===== src/rtl/prime_scan_ctrl.sv =====
// Scan-and-replay controller: walks a ROM table and tests each word for primality by trial division.
// Primes are stored densely in a RAM and then replayed to the display at a programmable rate.
module prime_scan_ctrl #(
  parameter int unsigned DATA_W   = 8,
  parameter int unsigned DEPTH    = 16,
  parameter int unsigned ADDR_W   = $clog2(DEPTH),
  parameter int unsigned HOLD_CYC = 50_000_000
) (
  input  logic              clk,
  input  logic              clr_n,
  input  logic              go,
  output logic [ADDR_W-1:0] rom_addr,
  input  logic [DATA_W-1:0] rom_data,
  output logic [ADDR_W-1:0] ram_addr,
  output logic              ram_we,
  output logic [DATA_W-1:0] ram_wdata,
  input  logic [DATA_W-1:0] ram_rdata,
  output logic [DATA_W-1:0] disp_data,
  output logic [ADDR_W-1:0] disp_idx,
  output logic [ADDR_W:0]   prime_cnt,
  output logic              busy,
  output logic              done
);

  localparam int unsigned DIV_W  = DATA_W + 1;
  localparam int unsigned SQ_W   = 2 * DATA_W + 2;
  localparam int unsigned CNT_W  = ADDR_W + 1;
  localparam int unsigned HOLD_W = $clog2(HOLD_CYC + 1);

  typedef enum logic [2:0] {
    S_IDLE, S_FETCH, S_TEST, S_WRITE, S_NEXT, S_REPLAY
  } state_t;

  state_t              r_state,     w_state_nxt;
  logic                r_go_d;
  logic [DATA_W-1:0]   r_n,         w_n_nxt;
  logic [DIV_W-1:0]    r_d,         w_d_nxt;
  logic [DATA_W-1:0]   r_r,         w_r_nxt;
  logic [ADDR_W-1:0]   r_rom_addr,  w_rom_addr_nxt;
  logic [ADDR_W-1:0]   r_ram_addr,  w_ram_addr_nxt;
  logic                r_ram_we,    w_ram_we_nxt;
  logic [DATA_W-1:0]   r_ram_wdata, w_ram_wdata_nxt;
  logic [DATA_W-1:0]   r_disp_data, w_disp_data_nxt;
  logic [ADDR_W-1:0]   r_disp_idx,  w_disp_idx_nxt;
  logic [CNT_W-1:0]    r_prime_cnt, w_prime_cnt_nxt;
  logic                r_busy,      w_busy_nxt;
  logic                r_done,      w_done_nxt;
  logic [HOLD_W-1:0]   r_hold,      w_hold_nxt;

  logic                w_go_edge;
  logic                w_start;
  logic [DIV_W-1:0]    w_d_inc;
  logic [SQ_W-1:0]     w_d_sq;
  logic [CNT_W-1:0]    w_cnt_last;

  assign w_go_edge  = go & ~r_go_d;
  assign w_start    = w_go_edge && ((r_state == S_IDLE) || (r_state == S_REPLAY));
  assign w_d_inc    = r_d + DIV_W'(1);
  assign w_d_sq     = SQ_W'(w_d_inc) * SQ_W'(w_d_inc);
  assign w_cnt_last = r_prime_cnt - CNT_W'(1);

  // State and datapath registers
  always_ff @(posedge clk) begin
    if (!clr_n) begin
      r_state     <= S_IDLE;
      r_go_d      <= 1'b1;
      r_n         <= '0;
      r_d         <= '0;
      r_r         <= '0;
      r_rom_addr  <= '0;
      r_ram_addr  <= '0;
      r_ram_we    <= 1'b0;
      r_ram_wdata <= '0;
      r_disp_data <= '0;
      r_disp_idx  <= '0;
      r_prime_cnt <= '0;
      r_busy      <= 1'b0;
      r_done      <= 1'b0;
      r_hold      <= '0;
    end else begin
      r_state     <= w_state_nxt;
      r_go_d      <= go;
      r_n         <= w_n_nxt;
      r_d         <= w_d_nxt;
      r_r         <= w_r_nxt;
      r_rom_addr  <= w_rom_addr_nxt;
      r_ram_addr  <= w_ram_addr_nxt;
      r_ram_we    <= w_ram_we_nxt;
      r_ram_wdata <= w_ram_wdata_nxt;
      r_disp_data <= w_disp_data_nxt;
      r_disp_idx  <= w_disp_idx_nxt;
      r_prime_cnt <= w_prime_cnt_nxt;
      r_busy      <= w_busy_nxt;
      r_done      <= w_done_nxt;
      r_hold      <= w_hold_nxt;
    end
  end

  // Next-state and next-output logic; ram_we is raised on entry to WRITE so it is high only there
  always_comb begin
    w_state_nxt     = r_state;
    w_n_nxt         = r_n;
    w_d_nxt         = r_d;
    w_r_nxt         = r_r;
    w_rom_addr_nxt  = r_rom_addr;
    w_ram_addr_nxt  = r_ram_addr;
    w_ram_we_nxt    = 1'b0;
    w_ram_wdata_nxt = r_ram_wdata;
    w_disp_data_nxt = r_disp_data;
    w_disp_idx_nxt  = r_disp_idx;
    w_prime_cnt_nxt = r_prime_cnt;
    w_busy_nxt      = r_busy;
    w_done_nxt      = r_done;
    w_hold_nxt      = r_hold;

    if (r_busy) begin
      w_disp_data_nxt = rom_data;
      w_disp_idx_nxt  = r_rom_addr;
    end

    if (w_start) begin
      w_prime_cnt_nxt = '0;
      w_rom_addr_nxt  = '0;
      w_busy_nxt      = 1'b1;
      w_done_nxt      = 1'b0;
      w_state_nxt     = S_FETCH;
    end else begin
      case (r_state)
        S_FETCH: begin
          w_n_nxt = rom_data;
          if ({1'b0, rom_data} < DIV_W'(2)) begin
            w_state_nxt = S_NEXT;
          end else if ({1'b0, rom_data} < DIV_W'(4)) begin
            w_ram_we_nxt    = 1'b1;
            w_ram_addr_nxt  = ADDR_W'(r_prime_cnt);
            w_ram_wdata_nxt = rom_data;
            w_state_nxt     = S_WRITE;
          end else begin
            w_d_nxt     = DIV_W'(2);
            w_r_nxt     = rom_data;
            w_state_nxt = S_TEST;
          end
        end
        S_TEST: begin
          if ({1'b0, r_r} >= r_d) begin
            w_r_nxt = r_r - DATA_W'(r_d);
          end else if (r_r == '0) begin
            w_state_nxt = S_NEXT;
          end else begin
            w_d_nxt = w_d_inc;
            w_r_nxt = r_n;
            if (w_d_sq > SQ_W'(r_n)) begin
              w_ram_we_nxt    = 1'b1;
              w_ram_addr_nxt  = ADDR_W'(r_prime_cnt);
              w_ram_wdata_nxt = r_n;
              w_state_nxt     = S_WRITE;
            end
          end
        end
        S_WRITE: begin
          w_prime_cnt_nxt = r_prime_cnt + CNT_W'(1);
          w_state_nxt     = S_NEXT;
        end
        S_NEXT: begin
          if (r_rom_addr == ADDR_W'(DEPTH - 1)) begin
            w_busy_nxt      = 1'b0;
            w_done_nxt      = 1'b1;
            w_ram_addr_nxt  = '0;
            w_hold_nxt      = '0;
            w_disp_idx_nxt  = '0;
            w_disp_data_nxt = (r_prime_cnt == '0) ? '0 : rom_data;
            w_state_nxt     = S_REPLAY;
          end else begin
            w_rom_addr_nxt = r_rom_addr + ADDR_W'(1);
            w_state_nxt    = S_FETCH;
          end
        end
        S_REPLAY: begin
          // ram_addr doubles as the replay index; an empty result keeps the display frozen at 0
          if (r_prime_cnt != '0) begin
            w_disp_data_nxt = ram_rdata;
            if (r_hold == HOLD_W'(HOLD_CYC - 1)) begin
              w_hold_nxt     = '0;
              w_ram_addr_nxt = ({1'b0, r_ram_addr} == w_cnt_last) ? '0 : r_ram_addr + ADDR_W'(1);
              w_disp_idx_nxt = w_ram_addr_nxt;
            end else begin
              w_hold_nxt = r_hold + HOLD_W'(1);
            end
          end
        end
        S_IDLE:  w_state_nxt = S_IDLE;
        default: w_state_nxt = S_IDLE;
      endcase
    end
  end

  assign rom_addr  = r_rom_addr;
  assign ram_addr  = r_ram_addr;
  assign ram_we    = r_ram_we;
  assign ram_wdata = r_ram_wdata;
  assign disp_data = r_disp_data;
  assign disp_idx  = r_disp_idx;
  assign prime_cnt = r_prime_cnt;
  assign busy      = r_busy;
  assign done      = r_done;

endmodule


===== config.mk =====
export PLATFORM = sky130hd
export DESIGN_NAME = prime_scan_ctrl
export DESIGN_NICKNAME = d
export VERILOG_FILES = /design/src/rtl/prime_scan_ctrl.sv
export SDC_FILE = /design/constraint.sdc
export NUM_CORES = 1
export LEC_CHECK = 0
export ABC_AREA = 1
export BUFFER_PORTS_ARGS = -buffer_cell sky130_fd_sc_hd__buf_2
export CAP_MARGIN = 20
export CORE_MARGIN = 5
export CORE_UTILIZATION = 65
export CTS_CLUSTER_DIAMETER = 60
export DETAILED_ROUTE_END_ITERATION = 7
export PLACE_DENSITY = 0.91
export SLEW_MARGIN = 20
export SYNTH_ARGS = -nofsm -noshare
export SYNTH_HDL_FRONTEND = slang
export SYNTH_SLANG_ARGS = --single-unit

===== constraint.sdc =====
create_clock -name clk -period 17.8 [get_ports clk]
set_input_delay 3.56 -clock clk [delete_from_list [all_inputs] [get_ports clk]]
set_output_delay 3.56 -clock clk [all_outputs]
set_load 0.01 [all_outputs]

==> flow_metrics.env, run 1 <==
export IMPL_status="finished, final reports clean"
export IMPL_synthCells=1146
export IMPL_ys_seq_area_frac=0.235
export IMPL_first_pass_iters=6
export IMPL_p_leak_nw=4.16
export IMPL_p_comb_frac=0.447
export IMPL_fillCellCount=857
export IMPL_viasPerCell=5.79
export IMPL_hpwl_mm=15.9
export IMPL_cts_resized=0
export IMPL_drtIter0Drc=842
export IMPL_ys_seq_elements=91
export IMPL_post_route_period_util=0.354
export IMPL_switching_power_mw=0.370
export IMPL_path_clk_slew_ps=70
export IMPL_rr_endpoint="ram_wdata[6]"
export IMPL_dp_cells=1323
export IMPL_worstHoldStart="ram_wdata[1]"
export IMPL_max_freq_mhz=159
export IMPL_slew_viol_final=0
export IMPL_cts_root_buf="clkbuf_16"
export IMPL_p_int_mw=0.484
export IMPL_startpoint_type="flip-flop"
export IMPL_drt_wl_total_mm=20.8
export IMPL_clkPwrFrac=0.252
export IMPL_gp_congestion=0.954
export IMPL_syn_num_nets=1255
export IMPL_ant_nets=0
export IMPL_finalSetupViolCount=0
export IMPL_ys_warn_count=0
export IMPL_core_area_mm2=0.0116
export IMPL_setup_tns_ps=0
export IMPL_cpMostUsedCell="nand2_1"
export IMPL_swShare=0.434
export IMPL_endpoint_kind="flip-flop"
export IMPL_first_global_vias=7633
export IMPL_path_class="reg2reg"
export IMPL_finalInstanceArea_mm2=0.00842
export IMPL_start_util=0.669
export IMPL_crit_slowest_cell="fa_1"
export IMPL_area_growth_pct=8.86
export IMPL_skew_ps=7.05
export IMPL_vias=7759
export IMPL_post_drt_wl_per_cell_um=15.5
export IMPL_synth_edff_count=0
export IMPL_drv_cap=0
export IMPL_r2r_setup_slack_ps=11490
export IMPL_antenna_found_initial=0
export IMPL_grt_max_degree=29
export IMPL_tightest_slew_ps=758
export IMPL_synth_top_cell_area_share=0.235
export IMPL_grt_use_total=0.293
export IMPL_cp_max_fo=11
export IMPL_rows=39
export IMPL_fp_dieH_um=119
export IMPL_timing_rr_start="r_d[0]"
export IMPL_hold_slack_ps=488
export IMPL_syn_area_per_cell_um2=6.75
export IMPL_cts_buffer_depth=2
export IMPL_rsz0062_at_grt="false"
export IMPL_grt_overflow=0
export IMPL_fin_cells=1339
export IMPL_hold_depth=2
export IMPL_worst_r2r_path_depth=32
export IMPL_p_seq_frac=0.301
export IMPL_synth_commonest_cells="268 x nand2_1, 194 x inv_1, 124 x nor2_1"
export IMPL_yosys_most_used_dff="dfxtp_1"
export IMPL_drc=0
export IMPL_cp_data_required_time_ps=18030
export IMPL_vdd_drop_max_uv=121
export IMPL_portBuffers=54
export IMPL_synth_cell_types=54
export IMPL_cts_hold_buffers_added=0
export IMPL_yosys_area_top_type="dfxtp_1"
export IMPL_p_per_area_mw_per_mm2=101
export IMPL_cts_setup_buffers=0
export IMPL_hold_viol=0
export IMPL_die_area_mm2=0.0142
export IMPL_die_w_um=119
export IMPL_period_minus_slack_ps=6310
export IMPL_drive_above_1_share=0.0978
export IMPL_cts_buffers=9
export IMPL_relSlewSlack=0.492
export IMPL_synth_area_mm2=0.00774
export IMPL_cts_sinks=91
export IMPL_ios=55
export IMPL_final_net_count=1300
export IMPL_grt_pass1_wl_mm=34.8
export IMPL_worstHoldPathType="reg2reg"
export IMPL_dpl_cell_area_mm2=0.00809
export IMPL_arrival_ps=6530
export IMPL_synth_most_common_cell="nand2_1"
export IMPL_critPathMaxStageDelay_ps=600
export IMPL_cts_tree="yes"
export IMPL_ys_async_sr_fraction=0
export IMPL_clk_latency_ps=350
export IMPL_holdPathEnd="ram_wdata[1]"
export IMPL_worstSetupStartpoint="r_d[0]"
export IMPL_cts_max_level=3
export IMPL_n_antenna_cell=0
export IMPL_ys_top_cells_by_area="dfxtp_1 24%, nand2_1 13%, inv_1 9.4%, fa_1 9.1%, ha_1 8.9%"
per-stage QoR:
stage	total power, mW	setup slack, ps	util
after global placement	0.610	11780	0.699
final	0.854	11490	0.728
after CTS	0.839	11530	0.728
after floorplan	0.537	12130	-
after detailed placement	0.622	11570	0.699
after global routing	0.904	11030	0.728
worst max-delay path by stage:
stage	to	slack, ps	cells past startpoint
3_3_place_gp	ram_wdata[3]	11780	31
2_1_floorplan	ram_wdata[0]	12130	31
4_1_cts	ram_wdata[6]	11530	31
3_5_place_dp	ram_wdata[6]	11570	31
5_1_grt	ram_wdata[0]	11030	31
6_report	ram_wdata[6]	11490	32
kinds of logic after synthesis:
group	after synthesis	share of synthesized area
buffers and inverters	226	0.113
AND/OR/NAND/NOR	541	0.313
adder cells (fa/ha/maj)	90	0.180
XOR/XNOR	30	0.0340
flip-flops	91	0.235
AO/OA/AOI/OAI	168	0.125
layout by cell type (no fill, tap or decap), drive strengths merged, types with 25 or more instances in the layout:
| cell type | n |
|---|---|
| nand2 | 281 |
| inv | 206 |
| nor2 | 133 |
| dfxtp | 91 |
| a21oi | 66 |
| o21ai | 62 |
| nand3 | 61 |
| ha | 55 |
| buf | 55 |
| fa | 35 |
| nor3 | 25 |
worst max-delay path, delay by kind of cell (launching register included):
kind / cells / cell delay (ps)
adder cells (fa/ha/maj): 7 / 3040
buffers and inverters: 6 / 410
XOR/XNOR: 1 / 190
AO/OA/AOI/OAI: 3 / 300
AND/OR/NAND/NOR: 15 / 1680
flip-flops: 1 / 570
power groups by stage:
stage	clock, mW	combinational [mW]	sequential (mW)
finish	0.215	0.382	0.257
global route	0.224	0.420	0.259
CTS	0.214	0.369	0.255
detailed placement	0	0.362	0.259
global placement	0	0.351	0.259
floorplan	0	0.282	0.255
flip-flops by register name, summed over array words and instances, names as in the netlist:
name / flops
r_hold: 26
done: 1
r_go_d: 1
rom_addr: 4
disp_data: 8
r_n: 8
r_d: 9
disp_idx: 4
r_r: 8
ram_addr: 4
ram_we: 1
busy: 1
ram_wdata: 8
r_state: 3
prime_cnt: 5
area by class of cell:
| cell class | count | area [um2] | share of cell area |
|---|---|---|---|
| tap | 143 | 179 | 0.0212 |
| clock inverter | 6 | 93.8 | 0.0111 |
| sequential | 91 | 1820 | 0.216 |
| clock buffer | 10 | 239 | 0.0284 |
| inverter | 205 | 772 | 0.0917 |
| timing repair buffer | 55 | 278 | 0.0330 |
| multi-input combinational | 829 | 5040 | 0.598 |
metal layers:
layer	track usage	routed length (um)	vias to the layer above
met3	0.0517	1900	64
met4	0.0970	545	0
met1	0.392	8820	3517
li1	-	-	3759
met2	0.481	9520	419
met5	0	0	-
Note: power is estimated with default switching activity, not from simulation.
==> run 2, diff against run 1 <==
CORE_UTILIZATION = 56   (was 65)
PLACE_DENSITY = 0.84   (was 0.91)
clock period = 5.7 ns   (was 17.8 ns; I/O delays follow)
==> flow_metrics.env, run 2 (synthesis gave the netlist of run 1 again) <==
export IMPL_largest_reg_flops=26
export IMPL_violations="setup timing"
export IMPL_largestRegisters="r_hold (26), r_d (9)"
export IMPL_area_growth_pct=16.2
export IMPL_timing_rr_start="r_d[1]"
export IMPL_post_drt_wl_per_cell_um=15.3
export IMPL_rows=43
export IMPL_grt_use_total=0.253
export IMPL_slew_viol_final=0
export IMPL_tightest_slew_ps=804
export IMPL_viasPerCell=5.65
export IMPL_worstHoldStart="ram_wdata[1]"
export IMPL_max_freq_mhz=174
export IMPL_cts_root_buf="clkbuf_16"
export IMPL_setup_tns_ps=-293
export IMPL_finalSetupViolCount=8
export IMPL_die_w_um=128
export IMPL_path_clk_slew_ps=70
export IMPL_final_common_cell="nand2_1"
export IMPL_met2_usage=0.399
export IMPL_skew_ps=8.00
export IMPL_r2r_setup_slack_ps=-50
export IMPL_die_area_mm2=0.0163
export IMPL_grt_use_met3=0.0497
export IMPL_regMostFlops="r_hold"
export IMPL_period_minus_slack_ps=5750
export IMPL_drt_wl_total_mm=21.4
export IMPL_hold_depth=2
export IMPL_cts_sinks=91
export IMPL_cts_tree="yes"
export IMPL_ant_nets=0
export IMPL_endpoint_kind="flip-flop"
export IMPL_post_route_worst_setup_slack_ps=-46.0
export IMPL_n_antenna_cell=0
export IMPL_p_per_area_mw_per_mm2=308
export IMPL_cp_max_fo=8
export IMPL_use_met1=0.357
export IMPL_portBuffers=54
export IMPL_cts_max_level=3
export IMPL_status="complete, but fails checks"
export IMPL_final_net_count=1326
export IMPL_crit_slowest_cell="fa_1"
export IMPL_worstHoldPathType="reg2reg"
export IMPL_drtIter0Drc=788
export IMPL_start_util=0.564
export IMPL_vias=7923
export IMPL_path_delay_family="adder cells"
export IMPL_post_route_period_util=1.01
export IMPL_critPathMaxStageDelay_ps=560
export IMPL_post_place_ws_ps=-59.6
export IMPL_gp_congestion=0.921
export IMPL_grt_busiest_layer="met2"
export IMPL_clk_latency_ps=350
export IMPL_relSlewSlack=0.461
export IMPL_core_area_mm2=0.0137
export IMPL_total_power_mw=2.77
export IMPL_path_class="reg2reg"
export IMPL_first_pass_iters=5
export IMPL_vdd_drop_max_uv=291
export IMPL_grt_pass1_wl_mm=34.0
export IMPL_cp_data_required_time_ps=5930
export IMPL_worst_r2r_path_depth=33
export IMPL_mostFrequentLayoutCells="247 x nand2_1, 186 x inv_1, 110 x nor2_1"
export IMPL_hold_viol=0
export IMPL_drv_cap=0
export IMPL_rr_endpoint="ram_wdata[4]"
export IMPL_holdPathEnd="ram_wdata[1]"
export IMPL_grt_overflow=0
export IMPL_path_buf_inv=7
export IMPL_drive_above_1_share=0.173
export IMPL_drc=0
export IMPL_grt_max_degree=29
export IMPL_ios=55
export IMPL_fillCellCount=1125
export IMPL_startpoint_type="flip-flop"
export IMPL_arrival_ps=5980
export IMPL_cts_buffer_depth=2
export IMPL_p_leak_nw=4.31
export IMPL_cts_buffers=9
export IMPL_hpwl_mm=15.4
export IMPL_first_global_vias=7317
export IMPL_antenna_found_initial=0
export IMPL_fp_dieH_um=128
run 2: cell types whose count changed in the layout (fill, tap and decap cells not counted), moves of 7 or more:
cell,change
buf_4,+24
nand2_1,-21
nand2_2,+17
nor2_1,-14
a21oi_1,-8
a21oi_2,+8
inv_1,-8
inv_2,+8
nor2_4,+8
ha_1,-7
ha_4,+7
run 2: what timing repair did:
action / CTS / global route
resized for setup: 3 / 89
cloned: 0 / 1
pin swaps: 1 / 31
buffers inserted: 1 / 4
hold buffers: 0 / 0
endpoints found under the setup margin: 12 / 16
run 2: power by group:
| group | switching [mW] | internal [mW] | leakage, nW |
|---|---|---|---|
| clock | 0.268 | 0.366 | 0.152 |
| sequential | 0.0788 | 0.718 | 0.739 |
| combinational | 0.884 | 0.451 | 3.42 |
run 2: metrics by stage:
stage / instances / instance area, um2 / utilization / hold slack, ps
final: 1402 / 8990 / 0.655 / 484
after global routing: 1402 / 8990 / 0.655 / 519
after CTS: 1397 / 8610 / 0.628 / 488
after detailed placement: 1380 / 8290 / 0.604 / 477
after global placement: 1380 / 8290 / 0.604 / 470
after floorplan: 1146 / 7740 / - / 448
run 2: per-layer routing:
metal,share of wire,up-vias,routed length [um]
li1,-,3817,-
met1,0.43,3654,9290
met2,0.46,415,9930
met3,0.083,37,1780
met4,0.018,0,384
met5,0,-,0
run 2: layout make-up:
| cell class | count | area, um2 | area share |
|---|---|---|---|
| multi-input combinational | 830 | 5380 | 0.598 |
| sequential | 91 | 1830 | 0.204 |
| inverter | 205 | 776 | 0.0863 |
| timing repair buffer | 80 | 469 | 0.0522 |
| clock buffer | 11 | 253 | 0.0281 |
| tap | 180 | 225 | 0.0250 |
| clock inverter | 5 | 60.1 | 0.00668 |
run 2: worst max path at each step:
| stage | startpoint | end | slack (ps) | cells past startpoint |
|---|---|---|---|---|
| floorplan | r_d[0] | ram_wdata[0] | 30 | 31 |
| global placement | r_d[0] | ram_wdata[0] | 60 | 31 |
| detailed placement | r_d[0] | ram_wdata[0] | -60 | 31 |
| CTS | r_d[0] | ram_wdata[0] | 0.2 | 32 |
| global route | r_d[1] | ram_wdata[7] | -270 | 33 |
| finish | r_d[1] | ram_wdata[4] | -50 | 33 |
run 2: tightest hold or removal path, cell delays in order, from the launching register on:
cell     delay [ps]
dfxtp_1         310
nand3_1          70
a21oi_1          60
==> run 3, diff against run 2 <==
CELL_PAD_IN_SITES_DETAIL_PLACEMENT = 0   (was default)
CELL_PAD_IN_SITES_GLOBAL_PLACEMENT = 1   (was default)
CORE_UTILIZATION = 40   (was 56)
PLACE_DENSITY = 0.83   (was 0.84)
==> flow_metrics.env, run 3 (synthesis gave the netlist of run 1 again) <==
export IMPL_cts_root_buf="clkbuf_16"
export IMPL_clk_latency_ps=350
export IMPL_fillCellCount=2008
export IMPL_viasPerCell=4.95
export IMPL_top_layer_used="met4"
export IMPL_grt_overflow=0
export IMPL_drt_wl_total_mm=21.1
export IMPL_cp_max_fo=4
export IMPL_finalSetupViolCount=0
export IMPL_clkPwrFrac=0.230
export IMPL_regMostFlops="r_hold"
export IMPL_met3_length_um=963
export IMPL_start_util=0.409
export IMPL_cts_buffers=9
export IMPL_drtIter0Drc=544
export IMPL_gp_congestion=0.923
export IMPL_tightest_slew_ps=750
export IMPL_post_route_period_util=0.961
export IMPL_grt_pass1_wl_mm=35.0
export IMPL_swShare=0.434
export IMPL_first_global_vias=6994
export IMPL_grt_use_total=0.193
export IMPL_n_antenna_cell=0
export IMPL_crit_slowest_cell="fa_1"
export IMPL_area_growth_pct=17.1
export IMPL_die_area_mm2=0.0222
export IMPL_endpoint="ram_wdata[2]"
export IMPL_r2r_setup_slack_ps=220
export IMPL_fp_dieH_um=149
export IMPL_rsz0062_at_grt="true"
export IMPL_hold_viol=0
export IMPL_cts_sinks=91
export IMPL_final_net_count=1341
export IMPL_drv_cap=0
export IMPL_path_class="reg2reg"
export IMPL_max_freq_mhz=183
export IMPL_timing_rr_start="r_d[1]"
export IMPL_hpwl_mm=16.7
export IMPL_ios=55
export IMPL_post_drt_wl_per_cell_um=14.1
export IMPL_cp_data_required_time_ps=5980
export IMPL_largestRegisters="r_hold (26), r_d (9)"
export IMPL_switching_power_mw=1.16
export IMPL_startpoint_type="flip-flop"
export IMPL_relSlewSlack=0.498
export IMPL_wl_met1_mm=10.8
export IMPL_p_int_mw=1.51
export IMPL_largest_reg_flops=26
export IMPL_antenna_found_initial=0
export IMPL_post_route_worst_setup_slack_ps=225
export IMPL_p_leak_nw=4.34
export IMPL_vias=7417
export IMPL_p_per_area_mw_per_mm2=295
export IMPL_first_pass_iters=5
export IMPL_post_place_ws_ps=-31.0
export IMPL_p_comb_frac=0.474
export IMPL_drive_above_1_share=0.169
export IMPL_cts_buffer_depth=2
export IMPL_mostFrequentLayoutCells="253 x nand2_1, 185 x inv_1, 111 x nor2_1"
export IMPL_grt_max_degree=30
export IMPL_vdd_drop_max_uv=232
export IMPL_die_w_um=149
export IMPL_slew_viol_final=0
export IMPL_worst_r2r_path_depth=32
export IMPL_portBuffers=54
export IMPL_worstHoldPathType="reg2reg"
export IMPL_endpoint_kind="flip-flop"
export IMPL_cts_tree="yes"
export IMPL_setup_tns_ps=0
export IMPL_arrival_ps=5760
export IMPL_rows=50
export IMPL_path_clk_slew_ps=60
export IMPL_core_area_mm2=0.0189
export IMPL_skew_ps=9.19
export IMPL_status="finished, final reports clean"
export IMPL_worstSetupStartpoint="r_d[1]"
export IMPL_rr_endpoint="ram_wdata[2]"
export IMPL_drc=0
export IMPL_met2_length_mm=9.09
export IMPL_final_common_cell="nand2_1"
export IMPL_ant_nets=0
export IMPL_critPathMaxStageDelay_ps=580
export IMPL_cts_max_level=3
export IMPL_period_minus_slack_ps=5480
export IMPL_p_seq_frac=0.296
[run 3: cell types whose count changed in the layout (fill, tap and decap cells not counted), sizes merged]
cell,before,now
buf,80,96
nand2,282,281
inv,204,203
clkbuf,11,12
[run 3: what timing repair did]
item | CTS | global route
pin swaps | 0 | 33
hold buffers | 0 | 0
buffers inserted | 0 | 4
gates resized for setup | 3 | 63
setup endpoints to repair | 12 | 16
hold endpoints to repair | 0 | 0
[run 3: cell type report]
class	count	area [um2]	area share
well taps	260	325	0.0359
clock buffers	12	246	0.0272
flip-flops and latches	91	1830	0.201
inverters	205	772	0.0852
repair buffers	96	597	0.0659
clock inverters	4	50.0	0.00552
multi-input cells	829	5240	0.579
[run 3: routing by layer]
metal,global-route usage,vias up
li1,-,3844
met3,0.0407,17
met2,0.286,116
met5,0,-
met4,0.0380,0
met1,0.289,3440
[run 3: stage by stage]
stage / hold slack, ps / cells / cell area [um2] / utilization / power (mW)
global placement: 469 / 1477 / 8510 / 0.451 / 1.98
floorplan: 448 / 1146 / 7740 / - / 1.68
detailed placement: 474 / 1477 / 8510 / 0.451 / 1.98
finish: 480 / 1497 / 9060 / 0.480 / 2.67
global route: 505 / 1497 / 9060 / 0.480 / 2.86
CTS: 484 / 1493 / 8820 / 0.467 / 2.62
[run 3: how the worst min path moves through the flow]
stage                 startpoint      endpoint  slack (ps)  depth (start not counted)
finish              ram_wdata[3]  ram_wdata[3]         480                          2
global route        ram_wdata[3]  ram_wdata[3]         500                          2
CTS                 ram_wdata[3]  ram_wdata[3]         480                          2
detailed placement  ram_wdata[3]  ram_wdata[3]         470                          2
global placement            done          done         470                          2
floorplan                 r_r[2]        r_r[2]         450                          2
[run 3: worst max-delay path, delay by kind of cell, from the launching register on]
kind                       cells  cell delay (ps)
adders and majority gates      6             2630
xor gates and xnor gates       1              160
and+or+nand+nor               14             1350
DFF                            1              360
buffers and inverters          8              480
AOI/OAI and AO/OA              3              430
[run 3: power by group through the flow]
stage / logic (mW) / clock network [mW] / registers, mW
final: 1.27 / 0.613 / 0.791
after global routing: 1.41 / 0.654 / 0.801
after CTS: 1.20 / 0.628 / 0.787
after detailed placement: 1.18 / 0 / 0.801
after global placement: 1.18 / 0 / 0.800
after floorplan: 0.880 / 0 / 0.796
